**config.mk**
```make
export PLATFORM = sky130hd
export DESIGN_NAME = mastermind_scorer
export DESIGN_NICKNAME = d
export VERILOG_FILES = /design/src/rtl/mastermind_pkg.sv /design/src/rtl/mastermind_match_find.sv /design/src/rtl/mastermind_scorer.sv
export SDC_FILE = /design/constraint.sdc
export NUM_CORES = 1
export LEC_CHECK = 0
export CAP_MARGIN = 20
export CORE_MARGIN = 4
export CORE_UTILIZATION = 30
export DETAILED_ROUTE_END_ITERATION = 8
export GPL_ROUTABILITY_DRIVEN = 0
export GPL_TIMING_DRIVEN = 0
export PLACE_DENSITY = 0.52
export SLEW_MARGIN = 0
export SYNTH_ARGS = -nofsm -noshare
export SYNTH_HDL_FRONTEND = slang
export SYNTH_SLANG_ARGS = --single-unit
```
**constraint.sdc**
```tcl
create_clock -name Clk -period 2.9 [get_ports Clk]
set_input_delay 0.29 -clock Clk [delete_from_list [all_inputs] [get_ports Clk]]
set_output_delay 0.29 -clock Clk [all_outputs]
set_load 0.02 [all_outputs]
```
**src/rtl/mastermind_pkg.sv**
```systemverilog
// Shared constants, feedback codes and state encoding for the Mastermind scorer.
package mastermind_pkg;

   localparam int unsigned NUM_POS = 4;
   localparam int unsigned COLOR_W = 3;
   localparam int unsigned CNT_W   = 3;

   localparam logic [COLOR_W-1:0] COLOR_EMPTY = '0;

   localparam logic [1:0] FB_MISS  = 2'b00;
   localparam logic [1:0] FB_COLOR = 2'b01;
   localparam logic [1:0] FB_EXACT = 2'b10;

   typedef enum logic [3:0] {
      StIdle    = 4'b0001,
      StExact   = 4'b0010,
      StPartial = 4'b0100,
      StDone    = 4'b1000
   } scorer_state_e;

endpackage

```
**src/rtl/mastermind_match_find.sv**
```systemverilog
// Finds the lowest unused target position holding a given color.
module mastermind_match_find #(
   parameter int unsigned NUM_POS = 4,
   parameter int unsigned COLOR_W = 3,
   parameter int unsigned IDX_W   = $clog2(NUM_POS)
) (
   input  logic [COLOR_W-1:0]         color_i,
   input  logic [NUM_POS*COLOR_W-1:0] target_i,
   input  logic [NUM_POS-1:0]         used_i,
   output logic                       found_o,
   output logic [IDX_W-1:0]           idx_o
);

   // Scan from the top so the lowest matching index wins.
   always_comb begin
      found_o = 1'b0;
      idx_o   = '0;
      for (int j = NUM_POS - 1; j >= 0; j--) begin
         if (!used_i[j] && (target_i[j*COLOR_W +: COLOR_W] == color_i)) begin
            found_o = 1'b1;
            idx_o   = IDX_W'(j);
         end
      end
   end

endmodule

```
**src/rtl/mastermind_scorer.sv**
```systemverilog
// Sequential Mastermind scorer: exact pass then partial pass, one position per cycle.
module mastermind_scorer #(
   parameter int unsigned NUM_POS = mastermind_pkg::NUM_POS,
   parameter int unsigned COLOR_W = mastermind_pkg::COLOR_W
) (
   input  logic                       Clk,
   input  logic                       Reset,
   input  logic                       start,
   input  logic [NUM_POS*COLOR_W-1:0] guess,
   input  logic [NUM_POS*COLOR_W-1:0] target,
   output logic                       busy,
   output logic                       done,
   output logic [2:0]                 exact_count,
   output logic [2:0]                 color_count,
   output logic [2*NUM_POS-1:0]       pos_feedback,
   output logic                       win
);

   import mastermind_pkg::*;

   localparam int unsigned IDX_W = $clog2(NUM_POS);
   localparam logic [IDX_W-1:0] LastIdx = IDX_W'(NUM_POS - 1);

   scorer_state_e              state_q, state_d;
   logic [NUM_POS*COLOR_W-1:0] guess_q, guess_d;
   logic [NUM_POS*COLOR_W-1:0] target_q, target_d;
   logic [NUM_POS-1:0]         used_q, used_d;
   logic [NUM_POS-1:0]         matched_q, matched_d;
   logic [IDX_W-1:0]           idx_q, idx_d;
   logic [CNT_W-1:0]           exact_q, exact_d;
   logic [CNT_W-1:0]           color_q, color_d;
   logic [2*NUM_POS-1:0]       fb_q, fb_d;
   logic                       win_q, win_d;

   logic [COLOR_W-1:0] g_cur;
   logic [COLOR_W-1:0] t_cur;
   logic               find_found;
   logic [IDX_W-1:0]   find_idx;

   assign g_cur = guess_q[idx_q*COLOR_W +: COLOR_W];
   assign t_cur = target_q[idx_q*COLOR_W +: COLOR_W];

   mastermind_match_find #(
      .NUM_POS (NUM_POS),
      .COLOR_W (COLOR_W),
      .IDX_W   (IDX_W)
   ) u_match_find (
      .color_i  (g_cur),
      .target_i (target_q),
      .used_i   (used_q),
      .found_o  (find_found),
      .idx_o    (find_idx)
   );

   always_comb begin
      state_d   = state_q;
      guess_d   = guess_q;
      target_d  = target_q;
      used_d    = used_q;
      matched_d = matched_q;
      idx_d     = idx_q;
      exact_d   = exact_q;
      color_d   = color_q;
      fb_d      = fb_q;
      win_d     = win_q;

      unique case (state_q)
         StIdle: begin
            if (start) begin
               guess_d   = guess;
               target_d  = target;
               used_d    = '0;
               matched_d = '0;
               idx_d     = '0;
               exact_d   = '0;
               color_d   = '0;
               fb_d      = {NUM_POS{FB_MISS}};
               win_d     = 1'b0;
               state_d   = StExact;
            end
         end
         StExact: begin
            if ((g_cur == t_cur) && (g_cur != COLOR_EMPTY)) begin
               fb_d[idx_q*2 +: 2] = FB_EXACT;
               used_d[idx_q]      = 1'b1;
               matched_d[idx_q]   = 1'b1;
               exact_d            = exact_q + CNT_W'(1);
            end
            if (idx_q == LastIdx) begin
               idx_d   = '0;
               state_d = StPartial;
            end else begin
               idx_d = idx_q + IDX_W'(1);
            end
         end
         StPartial: begin
            // Exact hits already own their target slots via used_q.
            if (!matched_q[idx_q] && (g_cur != COLOR_EMPTY) && find_found) begin
               used_d[find_idx]   = 1'b1;
               fb_d[idx_q*2 +: 2] = FB_COLOR;
               color_d            = color_q + CNT_W'(1);
            end
            if (idx_q == LastIdx) begin
               idx_d   = '0;
               win_d   = (exact_q == CNT_W'(NUM_POS));
               state_d = StDone;
            end else begin
               idx_d = idx_q + IDX_W'(1);
            end
         end
         StDone: begin
            state_d = StIdle;
         end
         default: begin
            state_d = StIdle;
         end
      endcase
   end

   always_ff @(posedge Clk) begin
      if (Reset) begin
         state_q   <= StIdle;
         guess_q   <= '0;
         target_q  <= '0;
         used_q    <= '0;
         matched_q <= '0;
         idx_q     <= '0;
         exact_q   <= '0;
         color_q   <= '0;
         fb_q      <= '0;
         win_q     <= 1'b0;
      end else begin
         state_q   <= state_d;
         guess_q   <= guess_d;
         target_q  <= target_d;
         used_q    <= used_d;
         matched_q <= matched_d;
         idx_q     <= idx_d;
         exact_q   <= exact_d;
         color_q   <= color_d;
         fb_q      <= fb_d;
         win_q     <= win_d;
      end
   end

   assign busy         = (state_q != StIdle);
   assign done         = (state_q == StDone);
   assign exact_count  = exact_q;
   assign color_count  = color_q;
   assign pos_feedback = fb_q;
   assign win          = win_q;

endmodule

```
# Yosys cells after proc, flatten, opt, wreduce, memory -nomap -nowiden
# Cells that the tools add are included.
# op_classes
n_addsub,4
multipliers,1
n_lt_le_gt_ge,4
eq_ne,17
shift,5
mux,41
bitwise_logic,3
reduce_logical,27
# ops
operator,count
"variable part select 2 x 34 -> 8 bit, first input constant",2
negator 3 -> 34 bit,1
"variable shift 2 x 34 -> 8 bit, first input constant",1
2-to-1 mux 4 bit,7
2-to-1 mux 8 bit,3
case mux 4 bit (3 select lines),2
case mux 8 bit (3 select lines),1
variable part select 12 x 5 -> 3 bit,2
bitwise mux 8 bit,2
== test 3 bit,5
2-to-1 mux 2 bit,6
bitwise OR 4 bit,3
case mux 3 bit (2 select lines),2
AND reduction 3 bit,4
"!= test 2 bit, second input constant",5
logical AND 1 bit,9
2-to-1 mux 1 bit,9
2-to-1 mux 3 bit,3
case mux 4 bit (2 select lines),1
"adder 3 x 1 -> 3 bit, second input constant",2
"< comparator 2 x 3 -> 1 bit, second input constant",2
nonzero test 2 bit,3
nonzero test 3 bit,2
logical NOT 1 bit,5
17 further kinds,20
# totals
regBits,53
inputBits,27
out_inout_bits,17

# Logic depth before layout (Yosys ltp)
# depth
word_depth,15
ltp_mapped,10
depth_no_buf,7

# Cells and area by module
# A second synthesis with hierarchy kept.
# unflattened
hier_cells,296
area_unflattened_um2,2726.4
# by_module_without_submodules
module,n_inst,cells_each,area_each_um2,seq_area_each_um2
mastermind_scorer,1,274,2536.2,1061.0
mastermind_match_find,1,22,190.2,0.0

# Worst setup path before layout
# Ideal clock, no wire load.
# synth_path
path_kind,register to register
start,register idx_q[0]
end,register fb_q[3] (netlist: pos_feedback[3])
setup_ns,0.103
t_arrival_ns,2.766
setup_slack_ns,0.030
stages_incl_launch_ff,11
period_less_slack_ns,2.870
path_cell_list,dfxtp_1 buf_6 mux4_2 buf_6 xor2_1 or4_4 and4_4 a211oi_4 buf_6 a21oi_2 a2111oi_2
# synth_between
elab_chain_len,11
elab_cells_between_ends,35
classes_between,add/sub (1); mul (1); eq/ne (7); shift (5); mux (11); reduce/logical (10)
# synth_lines
element,line,source
from (decl),mastermind_scorer.sv:29,"logic [IDX_W-1:0] idx_q, idx_d;"
from (signal assigned),mastermind_scorer.sv:138,idx_q <= idx_d;
multiplier 2 x 2 -> 4 bit,"mastermind_scorer.sv:40, mastermind_scorer.sv:41",
variable part select 12 x 5 -> 3 bit,mastermind_scorer.sv:40,assign g_cur = guess_q[idx_q*COLOR_W +: COLOR_W];
== test 3 bit,mastermind_match_find.sv:19,if (!used_i[j] && (target_i[j*COLOR_W +: COLOR_W] == color_i)) begin
logical AND 1 bit,mastermind_match_find.sv:19,
2-to-1 mux 1 bit (4 in series),mastermind_match_find.sv:19,
logical AND 1 bit,mastermind_scorer.sv:98,if (!matched_q[idx_q] && (g_cur != COLOR_EMPTY) && find_found) begin
!= test 2 bit (no source line),n/a,
AND reduction 4 bit (no source line),n/a,
to (signal assigned),mastermind_scorer.sv:130,fb_q <= '0;
to (signal assigned),mastermind_scorer.sv:141,fb_q <= fb_d;
to (decl),mastermind_scorer.sv:32,"logic [2*NUM_POS-1:0] fb_q, fb_d;"
# Parallel ways exist; a longest one is shown, timed or not. The select of a mux whose other input is x is not followed.
# A chain may end at the register's enable or synchronous reset.

# Worst setup path after layout
# Ends and elaborated chain as after synthesis.

==> flow_metrics.tcl <==
set metrics [dict create \
    min_period_over_period 0.9756 \
    dp_slack_ns -0.3627 \
    postLayoutCellArea_sq_um 3396 \
    layout-drive-gt1-share 0.1530 \
    worst_slack_ns 0.07069 \
    die_w_um 101.3 \
    clock_skew_ns 0.009784 \
    syn_nets 342 \
    synth_xor_area_frac 0.05364 \
    cts_tree "yes" \
    rows 33 \
    path_cells "buf_6 -> mux4_2 -> buf_6 -> xor2_1 -> or4_4 -> and4_4 -> a211oi_4 -> buf_6 -> a21oi_2 -> a2111oi_2" \
    clock_latency_ns 0.31 \
    nets 399 \
    p_comb_frac 0.430 \
    yosys.area_share.simple 0.2270 \
    outcome "complete, no violations" \
    crit_arrival_ns 3.04 \
    synth_mux_area_frac 0.06466 \
    grtUsageMet2 0.2163 \
    totalPowerFinal_mw 2.394 \
    p_int_mw 1.495 \
    finalSetupViolations 0 \
    drt-initial-drc-count 136 \
    startpoint "idx_q[0]" \
    critical_path_buf_inv_count 3 \
    cts_max_path_buffers 2 \
    die_y_um 101.3 \
    tightest_slew_ns 0.6358 \
    rr_startpoint "idx_q[0]" \
    fp.dieArea_sq_um 10270 \
    r2r_end "pos_feedback[3]" \
    io_pins 44 \
    ys.flop_type "dfxtp_1" \
    synth_commonest_cells "nand2_1, dfxtp_1, a21oi_1" \
    synth_cells 308 \
    overflow 0 \
    yosys_warnings 0 \
    hold_path.class "in -> reg" \
    power.share.switching 0.3754 \
    grt_pass1_wl_um 10990 \
    wire_per_inst_um 14.44 \
    ff2ff_setup_slack_ns 0.07 \
    place_area_sq_um 3171 \
    synth-seq-area-share 0.4061 \
    netlist_area_sq_um 2613 \
    vias_per_cell 4.994 \
    cp.depth 10 \
    critPathSlowestCell "or4_4" \
    power.switching_mw 0.8987 \
    top_usage_layer "met2" \
    timing.fmax_ghz 0.3534 \
    cts_buffers 5 \
    start_kind "register" \
    cts.sinks 53 \
    core_sq_um 8341 \
    hold_viol 0 \
    grt_max_degree 16 \
    synth_fa_ha_area_frac 0.03352 \
    wl_um 6802 \
    grt_pass1_vias 2207 \
    yosysUniqueCellTypes 41 \
    met3_usage 0.02548 \
    initial_utilization 0.3132 \
    clkPwrFrac 0.194 \
    syn2layout_area_growth_pct 29.98 \
    clk_pin_slew_ns 0.09 \
    grt_setup_unrepaired "yes" \
    ir_worst_vdd_mv 0.2674 \
    dr.pass1.iters 4 \
    yosysMostFrequentCell "nand2_1" \
    synth_edf_count 0 \
    crit_top_cell "buf_6" \
    critical_path.endpoint_type "register" \
    post-route-min-period_ns 2.829 \
    yosysTopAreaCell "dfxtp_1" \
    setup-tns-final_ns 0 \
    worstPathMaxFanout 7 \
    relSlewSlack 0.5744 \
    syn_avg_cell_area_sq_um 8.482 \
    endpoint "pos_feedback[3]" \
    cts-root-buf "clkbuf_8" \
    critPathMaxStageDelay_ns 0.54 \
    dpl.hpwl_um 4979 \
    r2r_cells 10 \
    port_buffers 42 \
    grtUsageTotal 0.1346 \
    synth-compound-area-share 0.1638 \
    ys_top_cells_by_area "dfxtp_1, nand2_1, a21oi_1" \
    drv_cap 0 \
    drc 0 \
    p_leak_nw 1.269 \
    synth_top_family_by_area "simple AND/OR/NAND/NOR gates" \
    crit_type "reg -> reg" \
    hold_buffers 0 \
    ant_nets 0 \
    antenna_found_initial 0 \
    htreeDepth 2 \
    yosysTopAreaCellShare 0.4061 \
    critical_path_required_ns 3.11 \
    diodes 0 \
    grtUsageMet1 0.1849 \
    p_seq_frac 0.376 \
    power.density_nw_per_um2 705.0 \
    num_vias 2352 \
    async_flop_share 0 \
    synth-seq-cells 53 \
    finalMaxSlewViolations 0 \
    cp_top_family "simple AND/OR/NAND/NOR gates" \
]
==> worst min-delay path by stage <==
stage / cells after the start / from / end
2_1_floorplan: 2 / guess[0] / guess_q[0]
3_3_place_gp: 2 / guess_q[5] / guess_q[5]
3_5_place_dp: 2 / guess_q[4] / guess_q[4]
4_1_cts: 2 / Reset / pos_feedback[3]
5_1_grt: 2 / Reset / pos_feedback[3]
6_report: 2 / Reset / pos_feedback[3]
==> layout make-up <==
cell class / count / area (sq um)
fillers: 870 / 4945
multi-input cells: 228 / 1469
flip-flops and latches: 53 / 1062
repair buffers: 52 / 499.2
well taps: 105 / 131.4
plain buffers: 20 / 113.9
clock buffers: 7 / 96.34
inverters: 5 / 18.77
clock inverters: 1 / 5.005
==> logic make-up (layout without fill, tap and decap cells) <==
kind of cell / Yosys count / after routing
flops: 53 / 53
mux: 8 / 8
simple gates: 127 / 127
fa+ha+maj: 7 / 7
buf+inv: 27 / 85
xor+xnor: 16 / 16
compound gates: 70 / 70
==> metal layers <==
metal | share of wire | wire [um] | up-vias
met1 | 0.48 | 3260 | 1126
met2 | 0.46 | 3162 | 48
met5 | 0 | 0 | -
met4 | 0.012 | 80 | 0
li1 | - | - | 1172
met3 | 0.044 | 298 | 6
==> registers in the layout, summed over array words and instances (netlist names) <==
register	count
used_q	4
guess_q	12
state_q	4
win	1
pos_feedback	8
color_count	3
idx_q	2
matched_q	4
target_q	12
exact_count	3
==> cell usage in the layout (no fill, tap or decap), types with 2 or more instances in the layout <==
| cell | synthesis | layout |
|---|---|---|
| o21ai_0 | 8 | 8 |
| nand4_1 | 3 | 3 |
| clkbuf_8 | 0 | 7 |
| nand3_1 | 4 | 3 |
| inv_1 | 5 | 5 |
| mux4_2 | 7 | 7 |
| nor3_1 | 3 | 3 |
| o31ai_1 | 2 | 2 |
| xnor2_1 | 3 | 3 |
| a2111oi_2 | 2 | 2 |
| buf_6 | 4 | 5 |
| dfxtp_1 | 53 | 52 |
| or4_4 | 3 | 3 |
| clkbuf_2 | 0 | 2 |
| ha_1 | 7 | 7 |
| clkbuf_1 | 15 | 10 |
| buf_4 | 0 | 9 |
| nand2b_1 | 2 | 2 |
| or2_2 | 2 | 2 |
| clkdlybuf4s50_1 | 0 | 42 |
| xor2_1 | 13 | 13 |
| a211oi_4 | 1 | 2 |
| nand2_1 | 63 | 63 |
| buf_2 | 2 | 2 |
| or4b_2 | 3 | 3 |
| a31oi_1 | 2 | 2 |
| a21oi_2 | 2 | 2 |
| nor4_1 | 2 | 2 |
| nor2_1 | 34 | 33 |
| a21oi_1 | 46 | 46 |
==> stage by stage <==
step	utilization	hold WS [ns]	std cells
4_1_cts	0.4022	0.4157	468
6_report	0.4071	0.4288	471
3_3_place_gp	0.3794	0.4427	455
3_5_place_dp	0.3801	0.4498	455
5_1_grt	0.4071	0.4338	471
2_1_floorplan	-	0.4260	308
==> power by group through the flow <==
stage	logic (mW)	clock network, mW	registers [mW]
after floorplan	0.693	0	0.892
final	1.03	0.465	0.900
after global routing	1.13	0.503	0.915
after detailed placement	0.921	0	0.915
after CTS	0.988	0.474	0.901
after global placement	0.915	0	0.912
==> repair_timing <==
action	4_1_cts	5_1_grt
resized for setup	9	7
buffers inserted	6	4
setup endpoints to repair	41	35
gates cloned	0	0
pin swaps	1	8
Note: power is estimated with default switching activity, not from simulation.
